$ cat config.mk
export PLATFORM = sky130hd
export DESIGN_NAME = start_pulse_gen_flat
export DESIGN_NICKNAME = d
export VERILOG_FILES = /design/src/rtl/start_pulse_gen_pkg.sv /design/src/rtl/start_pulse_gen_if.sv /design/src/rtl/start_pulse_gen.sv /design/src/flat_wrapper.sv
export SDC_FILE = /design/constraint.sdc
export NUM_CORES = 1
export LEC_CHECK = 0
export ABC_AREA = 1
export BUFFER_PORTS_ARGS = -buffer_cell sky130_fd_sc_hd__buf_4
export CORE_MARGIN = 3
export CORE_UTILIZATION = 50
export CTS_CLUSTER_SIZE = 8
export DETAILED_ROUTE_END_ITERATION = 12
export HOLD_SLACK_MARGIN = 0.02
export PLACE_DENSITY = 0.73
export SYNTH_ARGS = -nofsm -noshare
export SYNTH_HDL_FRONTEND = slang
export SYNTH_SLANG_ARGS = --single-unit
$ cat constraint.sdc
create_clock -name clk -period 4.2 [get_ports clk]
set_input_delay 0.63 -clock clk [delete_from_list [all_inputs] [get_ports clk]]
set_output_delay 0.63 -clock clk [all_outputs]
set_load 0.1 [all_outputs]
$ cat src/rtl/start_pulse_gen_pkg.sv
// rtl/start_pulse_gen_pkg.sv - shared types and defaults for the start strobe generator
//
// Purpose: state encoding and default width shared by the interface and the
//          generator.
// Contents:
//   PG_CNT_W_DEFAULT  default width of request/report length fields
//   pg_state_t        generator state (IDLE, ACTIVE, GAP)
package start_pulse_pkg;

  localparam int PG_CNT_W_DEFAULT = 8;

  typedef enum logic [1:0] {
    PG_IDLE   = 2'd0,
    PG_ACTIVE = 2'd1,
    PG_GAP    = 2'd2
  } pg_state_t;

endpackage

$ cat src/rtl/start_pulse_gen_if.sv
// rtl/start_pulse_gen_if.sv - request handshake and completion report bundle
//
// Purpose: groups the sequencer-facing request handshake and the completion
//          report of start_pulse_gen.
// Signals:
//   req_valid  master->slave  pulse request
//   req_len    master->slave  requested high time in cycles
//   req_ready  slave->master  generator can accept a request
//   done       slave->master  one-cycle completion pulse
//   done_len   slave->master  cycles start was high, held between pulses
//   aborted    slave->master  qualifies done: pulse was cut short
// Modports: master (sequencer side), slave (generator side).
interface start_pulse_gen_if
  import start_pulse_pkg::*;
#(
  parameter int CNT_W = PG_CNT_W_DEFAULT
);

  logic             req_valid;
  logic [CNT_W-1:0] req_len;
  logic             req_ready;
  logic             done;
  logic [CNT_W-1:0] done_len;
  logic             aborted;

  modport master (
    output req_valid, req_len,
    input  req_ready, done, done_len, aborted
  );

  modport slave (
    input  req_valid, req_len,
    output req_ready, done, done_len, aborted
  );

endinterface

$ cat src/rtl/start_pulse_gen.sv
// rtl/start_pulse_gen.sv - programmable-width start strobe with guaranteed low gap
//
// Purpose: produces a registered start strobe that is high for a requested
//          number of cycles, then low for at least GAP_CYCLES cycles before
//          another request can be taken. An active pulse can be cut short
//          by abort; each finished pulse reports its real high time.
// Parameters:
//   CNT_W       width of req_len / done_len (max pulse 2^CNT_W-1)
//   GAP_CYCLES  minimum low cycles after each pulse, >= 1
// Ports:
//   clk       sole clock, posedge
//   rst_n     asynchronous active-low reset
//   req       request handshake + completion report (slave side)
//   abort     ends an active pulse early; ignored outside ACTIVE
//   start     generated strobe
//   busy      high in ACTIVE and GAP
//   err_zero  one-cycle flag for a rejected zero-length request
module start_pulse_gen
  import start_pulse_pkg::*;
#(
  parameter int CNT_W      = PG_CNT_W_DEFAULT,
  parameter int GAP_CYCLES = 1
) (
  input  logic                clk,
  input  logic                rst_n,
  start_pulse_gen_if.slave    req,
  input  logic                abort,
  output logic                start,
  output logic                busy,
  output logic                err_zero
);

  localparam logic [1:0] S_IDLE   = PG_IDLE;
  localparam logic [1:0] S_ACTIVE = PG_ACTIVE;
  localparam logic [1:0] S_GAP    = PG_GAP;

  localparam int GW = (GAP_CYCLES < 2) ? 1 : $clog2(GAP_CYCLES + 1);
  localparam logic [GW-1:0] GAP_LAST = GW'(GAP_CYCLES);

  logic [1:0]       state;
  logic [CNT_W-1:0] len_q;
  logic [CNT_W-1:0] cnt;
  logic [GW-1:0]    gcnt;

  always_ff @(posedge clk or negedge rst_n) begin
    if (!rst_n) begin
      state        <= S_IDLE;
      len_q        <= '0;
      cnt          <= '0;
      gcnt         <= '0;
      start        <= 1'b0;
      busy         <= 1'b0;
      err_zero     <= 1'b0;
      req.req_ready <= 1'b1;
      req.done     <= 1'b0;
      req.done_len <= '0;
      req.aborted  <= 1'b0;
    end else begin
      req.done <= 1'b0;
      err_zero <= 1'b0;

      case (state)
        S_IDLE: begin
          if (req.req_valid && req.req_ready) begin
            if (req.req_len == '0) begin
              err_zero <= 1'b1;
            end else begin
              // start rises on this edge, so the counter already holds the
              // first high cycle; it always equals high cycles seen so far.
              len_q         <= req.req_len;
              cnt           <= CNT_W'(1);
              start         <= 1'b1;
              busy          <= 1'b1;
              req.req_ready <= 1'b0;
              state         <= S_ACTIVE;
            end
          end
        end

        S_ACTIVE: begin
          // Reaching the length wins over a simultaneous abort.
          if (cnt == len_q) begin
            start        <= 1'b0;
            req.done     <= 1'b1;
            req.done_len <= len_q;
            req.aborted  <= 1'b0;
            gcnt         <= GW'(1);
            state        <= S_GAP;
          end else if (abort) begin
            start        <= 1'b0;
            req.done     <= 1'b1;
            req.done_len <= cnt;
            req.aborted  <= 1'b1;
            gcnt         <= GW'(1);
            state        <= S_GAP;
          end else begin
            cnt <= cnt + CNT_W'(1);
          end
        end

        S_GAP: begin
          if (gcnt == GAP_LAST) begin
            busy          <= 1'b0;
            req.req_ready <= 1'b1;
            state         <= S_IDLE;
          end else begin
            gcnt <= gcnt + GW'(1);
          end
        end

        default: begin
          start         <= 1'b0;
          busy          <= 1'b0;
          req.req_ready <= 1'b1;
          state         <= S_IDLE;
        end
      endcase
    end
  end

endmodule

$ cat src/flat_wrapper.sv
// flat-port wrapper written by rule: the top's interface ports become plain ports
module start_pulse_gen_flat import start_pulse_pkg::*;
#(
  parameter int CNT_W      = PG_CNT_W_DEFAULT,
  parameter int GAP_CYCLES = 1
)
  (clk, rst_n, abort, start, busy, err_zero, req_req_valid, req_req_len, req_req_ready, req_done, req_done_len, req_aborted);
  start_pulse_gen_if #(.CNT_W(CNT_W)) req_i ();
  input  logic clk;
  input  logic rst_n;
  input  logic abort;
  output logic start;
  output logic busy;
  output logic err_zero;
  input wire logic [$bits(req_i.req_valid)-1:0] req_req_valid;
  input wire logic [$bits(req_i.req_len)-1:0] req_req_len;
  output wire logic [$bits(req_i.req_ready)-1:0] req_req_ready;
  output wire logic [$bits(req_i.done)-1:0] req_done;
  output wire logic [$bits(req_i.done_len)-1:0] req_done_len;
  output wire logic [$bits(req_i.aborted)-1:0] req_aborted;
  assign req_i.req_valid = req_req_valid;
  assign req_i.req_len = req_req_len;
  assign req_req_ready = req_i.req_ready;
  assign req_done = req_i.done;
  assign req_done_len = req_i.done_len;
  assign req_aborted = req_i.aborted;
  start_pulse_gen #(.CNT_W(CNT_W), .GAP_CYCLES(GAP_CYCLES)) u_core (.clk(clk), .rst_n(rst_n), .req(req_i), .abort(abort), .start(start), .busy(busy), .err_zero(err_zero));
endmodule
==> results of run 1 <==
-- cell families after synthesis --
family          after synthesis  share of synthesized area (%)
xor+xnor                      3                          1.478
compound gates               23                          8.797
simple gates                131                          33.36
fa+ha+maj                     4                          2.815
flops                        33                          46.52
buf+inv                      29                          7.037
-- critical path: stages (launching register included) --
cell and delay (ns):
dfrtp_1 0.41, inv_1 0.09, ha_1 0.33, inv_1 0.12, nor2_1 0.18, o21ai_2 0.13, o21ai_4 0.15, nand3_2 0.18
nand2_1 0.10, nand2_1 0.05
-- metal layers --
layer	up-vias	GRT usage, %	share of wire [%]
li1	774	-	-
met1	663	24.23	48
met2	26	29.79	46
met3	6	5.641	4.4
met4	0	7.254	1.6
met5	-	0	0
-- area by class of cell --
| class | count | share of cell area (%) |
|---|---|---|
| sequential | 33 | 40.33 |
| tap | 46 | 2.807 |
| clock buffer | 7 | 2.685 |
| multi-input combinational | 161 | 40.27 |
| inverter | 26 | 4.759 |
| timing repair buffer | 25 | 9.152 |
-- sequential cells by signal (all words and copies together) (netlist names) --
| signal | count |
|---|---|
| u_core.cnt | 8 |
| u_core.len_q | 8 |
| u_core.req.done_len | 8 |
| u_core.state | 2 |
| u_core.busy | 1 |
| u_core.err_zero | 1 |
| u_core.gcnt | 1 |
| u_core.req.aborted | 1 |
| u_core.req.done | 1 |
| u_core.req.req_ready | 1 |
| u_core.start | 1 |
-- worst max path at each step --
stage / start / end
3_3_place_gp: u_core.state[1]$_DFFE_PN0P_ / u_core.cnt[1]$_DFFE_PN0P_
3_5_place_dp: u_core.state[0]$_DFFE_PN0P_ / u_core.cnt[1]$_DFFE_PN0P_
4_1_cts: u_core.state[0]$_DFFE_PN0P_ / u_core.cnt[7]$_DFFE_PN0P_
5_1_grt: u_core.state[0]$_DFFE_PN0P_ / u_core.cnt[6]$_DFFE_PN0P_
6_report: u_core.state[0]$_DFFE_PN0P_ / u_core.cnt[2]$_DFFE_PN0P_
2_1_floorplan: u_core.req.req_ready$_DFFE_PN1P_ / u_core.cnt[6]$_DFFE_PN0P_
-- per-stage QoR --
stage | setup slack (ns) | total power, W | hold WS (ns) | instance area, um^2 | utilization, %
after floorplan | 2.367 | 0.0003265 | 0.3344 | 1778 | -
after global placement | 2.430 | 0.0003420 | 0.4467 | 1996 | 58.88
after detailed placement | 2.367 | 0.0003422 | 0.4507 | 1996 | 58.88
after CTS | 2.352 | 0.0005232 | 0.2155 | 2051 | 60.50
after global routing | 2.184 | 0.0005390 | 0.2308 | 2051 | 60.50
final | 2.350 | 0.0005138 | 0.2199 | 2051 | 60.50
-- cells in the mapped netlist, types with 2 or more instances --
| master | count | area (um^2) |
|---|---|---|
| o21ai_2 | 8 | 70.07 |
| inv_1 | 21 | 78.83 |
| nor2_1 | 15 | 56.30 |
| nand2_4 | 3 | 33.78 |
| dfrtp_1 | 32 | 800.8 |
| nand3_1 | 9 | 45.04 |
| o21ai_0 | 12 | 60.06 |
| nand2_1 | 85 | 319.1 |
| ha_1 | 4 | 50.05 |
| nor2_4 | 2 | 22.52 |
| nand4_1 | 10 | 62.56 |
| nor3_1 | 2 | 10.01 |
| inv_2 | 5 | 18.77 |
| a21oi_1 | 2 | 10.01 |
| xnor2_1 | 3 | 26.28 |
| nand3_2 | 3 | 30.03 |
-- power by group --
| group | internal (W) | leakage (nW) | switching [W] |
|---|---|---|---|
| sequential | 0.000317 | 0.426 | 0 |
| clock | 0.0000789 | 0.0314 | 0.0000997 |
| combinational | 0.00000762 | 0.608 | 0.0000101 |
| total | 0.000404 | 1.07 | 0.000110 |
==> impl_metrics.yaml, run 1 <==
global_route:
  grt_pass1_vias: 1322
  grt_usage_pct: 18.87
  grt_pass1_wl_um: 6099
  grt_overflow: 0
  antenna_found_initial: 0
  grt_max_degree: 34
finish:
  layout_common_cells: "nand2_1 (85), dfrtp_1 (32), buf_4 (25)"
  final_layout_size_suffix_gt1_share_pct: 21.43
  insertedDiodeCount: 0
  multiInputGateArea_um2: 825.8
  areaGrowthSynthToFinish_pct: 15.34
  regArea_um2: 827.0
  instances_no_fill: 298
  mostFrequentLayoutCell: "nand2_1"
  fin_nets: 268
  fillers: 305
sta:
  tns_ns: 0
  period_minus_slack_ns: 1.850
  slew_violations: 0
  fmax_mhz: 540.5
  finalSetupViolations: 0
  relSlewSlack_pct: 73.38
  fin_skew_ns: 0.009841
  finalHoldViolCount: 0
  rsz0062_at_grt: "no"
  final.period_utilization_pct: 44.05
  worst_slew_pin_slew_ns: 0.3993
worst_setup_path:
  r2r_slack_ns: 2.35
  required_ns: 4.43
  cp.arrival_ns: 2.08
  r2r_end: "u_core.cnt[2]$_DFFE_PN0P_"
  reg2reg_from: "u_core.state[0]$_DFFE_PN0P_"
  crit_path_max_fanout: 10
  setup.worst_path.end_class: "flip-flop"
  cp-start-kind: "flip-flop"
  critPathKind: "flip-flop to flip-flop"
  r2r_cells: 9
job:
  maxCapViolCount: 0
clocking:
  hold_buffers: 0
  post_cts_buffers: 0
  clkSinkCount: 33
  clock_path_buffers: 2
  cts_tree: "built"
  clock_latency_ns: 0.33
  postCtsResizedCells: 0
  clockRootBuffer: "clkbuf_4"
  numCtsBuffers: 5
  clkTransAtPathRegs_ns: 0.10
  htreeDepth: 2
logic_synthesis:
  avgSynthCellArea_um2: 7.973
  async_flop_share_pct: 100.0
  synth-seq-cells: 33
  syn_nets: 239
  ys.flop_type: "dfrtp_1"
  synth-edff-count: 0
  seq_area_frac_synth_pct: 46.52
  synthCells: 223
  yosys_warnings: 0
  synth.distinct_cells: 23
  syn_area_mm2: 0.001778
placement:
  placement.io_buffers: 25
  hpwlAfterDp_um: 2585
  dp.cells: 291
  gp_congestion: 0.8281
floorplan:
  dieHeight_um: 65.63
  fp.dieW_um: 65.63
  pin_count: 26
  start_util_pct: 52.45
  core_area_mm2: 0.003390
  fp.dieArea_mm2: 0.004307
  num_rows: 21
power_and_ir_drop:
  leakagePower_nw: 1.065
  ir_drop_mv: 0.1431
  power_density_mw_per_mm2: 250.6
outcome:
  status: "complete, no violations"
routing:
  drc_errors: 0
  routed_wl_um: 3458
  wl_per_cell_um: 11.60
  drt-initial-drc-count: 67
  vias: 1469
  detail-route-antenna-nets: 0
  via_per_inst: 4.930
  firstDrtPassIters: 4
min_path:
  hp-class: "input port to async pin"
Note: power is estimated with default switching activity, not from simulation.
==> run 2: changes to the inputs <==
PLACE_DENSITY = 0.76   (was 0.73)
clock period = 1.6 ns   (was 4.2 ns; I/O delays follow)
==> run 2 against run 1 <==
Against the previous run:
- via count grew 8.5%
- die area is the same
- first-iteration DRC count up 60%
- sequential power grew to 2.6 times the previous value
- clock power rose to 3.7 times the previous value
- non-clock buffer count is 14 higher
- maximum frequency is 19% higher
- sequential share of layout area decreased by 3.5 points
- power rose to 3.0 times the previous value
- clock skew hardly changed
- flip-flop and latch count unchanged
- critical path type unchanged
- largest cell class is now multi-input combinational cells
- highest routed layer unchanged
==> impl_metrics.yaml, run 2 (synthesis gave the netlist of run 1 again) <==
finish:
  final_util_pct: 67.04
  mostFrequentLayoutCell: "nand2_1"
  fin_area_mm2: 0.002272
  regArea_um2: 837.1
  final_layout_size_suffix_gt1_share_pct: 31.46
  multiInputGateArea_um2: 895.9
  fin_nets: 282
  insertedDiodeCount: 0
  areaGrowthSynthToFinish_pct: 27.80
  fillers: 272
  layout_common_cells: "nand2_1 (83), buf_4 (37), dfrtp_1 (27)"
  top_regs: "u_core.cnt: 8 flops, u_core.len_q: 8 flops, u_core.req.done_len: 8 flops"
worst_setup_path:
  crit_chain: "inv_2 > ha_1 > inv_1 > nor2_4 > o21ai_4 > o21ai_4 > nand3_4 > nand2_1 > nand2_1"
  required_ns: 1.83
  setup.worst_path.end_class: "flip-flop"
  cp.arrival_ns: 1.78
  crit_path_end: "u_core.cnt[4]$_DFFE_PN0P_"
  cp-start-kind: "flip-flop"
  r2r_slack_ns: 0.05
  critPathKind: "flip-flop to flip-flop"
  slowest_delay_ns: 0.45
  r2r_end: "u_core.cnt[4]$_DFFE_PN0P_"
  crit_path_max_fanout: 7
  r2r_cells: 9
  reg2reg_from: "u_core.state[0]$_DFFE_PN0P_"
  crit_start: "u_core.state[0]$_DFFE_PN0P_"
  crit_slowest_cell: "dfrtp_2"
floorplan:
  pin_count: 26
  core_area_mm2: 0.003390
  start_util_pct: 52.45
  num_rows: 21
  fp.dieArea_mm2: 0.004307
  fp.dieW_um: 65.63
  dieHeight_um: 65.63
clocking:
  clkTransAtPathRegs_ns: 0.10
  clock_latency_ns: 0.34
  clockRootBuffer: "clkbuf_4"
  htreeDepth: 2
  numCtsBuffers: 5
  clkSinkCount: 33
  clock_path_buffers: 2
  cts_tree: "built"
routing:
  firstDrtPassIters: 5
  routed.top_layer: "met4"
  drt-met1-wl_um: 1608
  vias: 1594
  drt-initial-drc-count: 107
  drc_errors: 0
  routed_wl_um: 3951
  dr_wl_met2_um: 2010
  via_per_inst: 5.093
  wl_per_cell_um: 12.62
  wl_met3_um: 242
  detail-route-antenna-nets: 0
outcome:
  status: "complete, no violations"
sta:
  fin_skew_ns: 0.009439
  finalHoldViolCount: 0
  period_minus_slack_ns: 1.549
  finalSetupViolations: 0
  worst_slew_pin_slew_ns: 0.4175
  fmax_mhz: 645.6
  slew_violations: 0
  relSlewSlack_pct: 72.17
  rsz0062_at_grt: "yes"
  final.period_utilization_pct: 96.81
min_path:
  hold_start: "req_req_len[5]"
  hp-class: "input port to flip-flop"
power_and_ir_drop:
  pwr-share-clk_pct: 42.8
  p_int_w: 0.001228
  p_sw_share_pct: 20.58
  ir_drop_mv: 0.4059
  power_density_mw_per_mm2: 680.6
  p_total_w: 0.001547
  comb_power_share_pct: 3.3
  switchingPower_w: 0.0003183
  leakagePower_nw: 1.145
  p_seq_share_pct: 53.9
global_route:
  grt_pass1_vias: 1513
  grt_usage_pct: 20.71
  grt_max_degree: 34
  grt_pass1_wl_um: 6686
  grt_overflow: 0
  antenna_found_initial: 0
placement:
  placed_area_mm2: 0.002085
  gp_congestion: 0.8868
  placement.io_buffers: 25
  hpwlAfterDp_um: 2777
job:
  maxCapViolCount: 0
run 2: changes by cell type in the layout (fill, tap and decap cells not counted), moves of 3 or more:
cell	change
buf_4	+12
dfrtp_1	-5
dfrtp_2	+5
inv_1	-3
inv_2	+3
o21ai_0	-3
o21ai_1	+3
run 2: cell type report:
type                       instances  area share (%)
multi-input combinational        161           39.43
sequential                        33           36.84
timing repair buffer              39           13.16
inverter                          26           4.295
tap                               46           2.533
clock buffer                       7           2.423
clock inverter                     1           1.322
run 2: how the worst min path moves through the flow:
stage,end,depth (start not counted)
5_1_grt,u_core.len_q[5]$_DFFE_PN0P_,3
3_5_place_dp,u_core.req.done$_DFF_PN0_,1
2_1_floorplan,u_core.busy$_DFFE_PN0P_,0
3_3_place_gp,u_core.req.done_len[2]$_DFFE_PN0P_,1
6_report,u_core.len_q[5]$_DFFE_PN0P_,3
4_1_cts,u_core.len_q[5]$_DFFE_PN0P_,3
run 2: power by group through the flow:
stage           logic (W)  clock network, W  registers (W)
2_1_floorplan  0.00000704                 0       0.000850
4_1_cts         0.0000514          0.000672       0.000833
6_report        0.0000510          0.000662       0.000833
5_1_grt         0.0000577          0.000708       0.000834
3_5_place_dp    0.0000496                 0       0.000850
3_3_place_gp    0.0000487                 0       0.000850
run 2: through the flow:
step	cells	hold slack [ns]	setup slack (ns)	TNS, ns
2_1_floorplan	223	-0.05559	-0.006641	-0.02545
3_3_place_gp	301	0.2034	0.03148	0
3_5_place_dp	301	0.2103	0.03661	0
4_1_cts	310	0.08568	0.001079	0
5_1_grt	313	0.08499	-0.01187	-0.03991
6_report	313	0.09243	0.05108	0
run 2: critical path: cells and delay by family (launching register included):
kind | cells | cell delay (ns)
buffers and inverters | 2 | 0.17
AOI/OAI and AO/OA | 2 | 0.22
and+or+nand+nor | 4 | 0.44
adders and majority gates | 1 | 0.16
DFF | 1 | 0.45
run 2: timing repair:
item	in CTS	in global routing
endpoints found under the hold margin	32	0
resized for setup	4	19
setup buffers	0	3
pin swaps	0	4
hold buffers	1	0
setup endpoints to repair	2	25
run 2: per-layer routing:
| metal | track usage [%] | vias up |
|---|---|---|
| met5 | 0 | - |
| li1 | - | 799 |
| met1 | 24.51 | 730 |
| met4 | 10.62 | 0 |
| met3 | 4.957 | 12 |
| met2 | 34.67 | 53 |
==> run 3: changes to the inputs <==
REMOVE_ABC_BUFFERS = 1   (was unset)
==> run 3 against run 2 <==
Against the previous run:
- count of clock-buffer cells in the layout unchanged
- largest power group unchanged
- sequential share of layout area up 0.39 points
- critical path type unchanged
- die area unchanged
- cell area down 1.9%
- combinational power down 1%
- via count up 2.8%
==> impl_metrics.yaml, run 3 (synthesis gave the netlist of run 1 again) <==
worst_setup_path:
  slowest_delay_ns: 0.41
  critPathKind: "flip-flop to flip-flop"
  crit_path_max_fanout: 7
  cp.arrival_ns: 1.77
  required_ns: 1.84
  crit_start: "u_core.state[0]$_DFFE_PN0P_"
  crit_chain: "inv_1 > ha_1 > inv_1 > nor2_2 > o21ai_2 > o21ai_4 > nand3_4 > nand2_1 > nand2_1"
  crit_slowest_cell: "dfrtp_1"
  reg2reg_from: "u_core.state[0]$_DFFE_PN0P_"
  cp-start-kind: "flip-flop"
  setup.worst_path.end_class: "flip-flop"
power_and_ir_drop:
  leakagePower_nw: 1.130
  ir_drop_mv: 0.5523
  power_density_mw_per_mm2: 644.4
  p_total_w: 0.001436
global_route:
  grt_pass1_wl_um: 6768
  antenna_found_initial: 0
  grt_pass1_vias: 1528
  grt_overflow: 0
  grt_usage_pct: 20.52
  grt_max_degree: 34
floorplan:
  start_util_pct: 52.45
  pin_count: 26
  fp.dieW_um: 65.63
  num_rows: 21
  core_area_mm2: 0.003390
  fp.dieArea_mm2: 0.004307
  dieHeight_um: 65.63
sta:
  hold_slack_ns: 0.08840
  rsz0062_at_grt: "yes"
  relSlewSlack_pct: 72.43
  worst_slew_pin_slew_ns: 0.4136
  fmax_mhz: 653.6
  slew_violations: 0
  period_minus_slack_ns: 1.530
  finalHoldViolCount: 0
  fin_skew_ns: 0.009514
  tns_ns: 0
  final.period_utilization_pct: 95.63
  finalSetupViolations: 0
  worst_slack_ns: 0.06996
clocking:
  htreeDepth: 2
  clockRootBuffer: "clkbuf_4"
  clkTransAtPathRegs_ns: 0.11
  clock_path_buffers: 2
  clkSinkCount: 33
  clock_latency_ns: 0.35
  cts_tree: "built"
  numCtsBuffers: 5
finish:
  top_regs: "u_core.cnt: 8 flops, u_core.len_q: 8 flops, u_core.req.done_len: 8 flops"
  mostFrequentLayoutCell: "nand2_1"
  final_layout_size_suffix_gt1_share_pct: 29.96
  fin_area_mm2: 0.002228
  insertedDiodeCount: 0
  fillers: 290
  fin_nets: 282
  layout_common_cells: "nand2_1 (84), buf_4 (37), dfrtp_1 (30)"
  areaGrowthSynthToFinish_pct: 25.33
routing:
  drt-initial-drc-count: 70
  firstDrtPassIters: 4
  wl_per_cell_um: 13.05
  routed_wl_um: 4084
  drc_errors: 0
  via_per_inst: 5.233
  vias: 1638
  detail-route-antenna-nets: 0
placement:
  placed_area_mm2: 0.002071
  pre_cts_slack_ns: -0.04088
  placement.io_buffers: 25
  hpwlAfterDp_um: 2842
  gp_congestion: 0.8944
outcome:
  status: "complete, no violations"
min_path:
  hold_start: "req_req_len[6]"
  hp-class: "input port to flip-flop"
job:
  maxCapViolCount: 0
-- run 3: repair_timing --
| action | in CTS | in global routing |
|---|---|---|
| buffers inserted | 0 | 3 |
| endpoints found under the hold margin | 32 | 0 |
| endpoints found under the setup margin | 3 | 25 |
| hold buffers | 1 | 0 |
| gates resized for setup | 2 | 14 |
-- run 3: layer usage --
metal / routed length [um] / part of all wire (%) / global-route usage, %
met5: 0 / 0 / 0
met3: 247 / 6.0 / 5.128
met1: 1654 / 40 / 24.13
met4: 153 / 3.7 / 9.845
met2: 2029 / 50 / 34.67
-- run 3: layout make-up --
cell class | instances | area [um^2] | share of cell area [%]
Clock buffer | 7 | 65.06 | 2.920
Clock inverter | 1 | 5.005 | 0.2246
Inverter | 26 | 97.59 | 4.380
Multi-Input combinational cell | 161 | 874.6 | 39.25
Sequential cell | 33 | 829.5 | 37.23
Tap cell | 46 | 57.56 | 2.583
Timing Repair Buffer | 39 | 299.0 | 13.42
-- run 3: path summary, 6_finish.rpt --
check | endpoint | slack, ns | cells after the start
setup / recovery | u_core.cnt[6]$_DFFE_PN0P_ | 0.07 | 9
hold / removal | u_core.len_q[6]$_DFFE_PN0P_ | 0.09 | 3
setup reg to reg | u_core.cnt[6]$_DFFE_PN0P_ | 0.07 | 9
hold reg to reg | u_core.start$_DFFE_PN0P_ | 0.49 | 2
max in group asynchronous | u_core.req.req_ready$_DFFE_PN1P_ | 0.90 | 2
min in group asynchronous | u_core.req.done_len[2]$_DFFE_PN0P_ | 0.35 | 2
-- run 3: through the flow --
stage                     util [%]  cells
final                        65.74    313
after global routing         65.74    313
after CTS                    63.71    310
after detailed placement     61.09    301
after global placement       61.09    301
after floorplan                  -    220
-- run 3: report_power, final --
group / switching [W] / internal [W] / total (W)
clock: 0.000297 / 0.000254 / 0.000552
sequential: 0 / 0.000834 / 0.000834
combinational: 0.0000286 / 0.0000218 / 0.0000504
total: 0.000326 / 0.00111 / 0.00144
-- run 3: critical path: cells and delay by family, from the launching register on --
| kind | cells | cell delay [ns] |
|---|---|---|
| AOI/OAI and AO/OA | 2 | 0.26 |
| adders and majority gates | 1 | 0.17 |
| buffers and inverters | 2 | 0.16 |
| DFF | 1 | 0.41 |
| and+or+nand+nor | 4 | 0.44 |
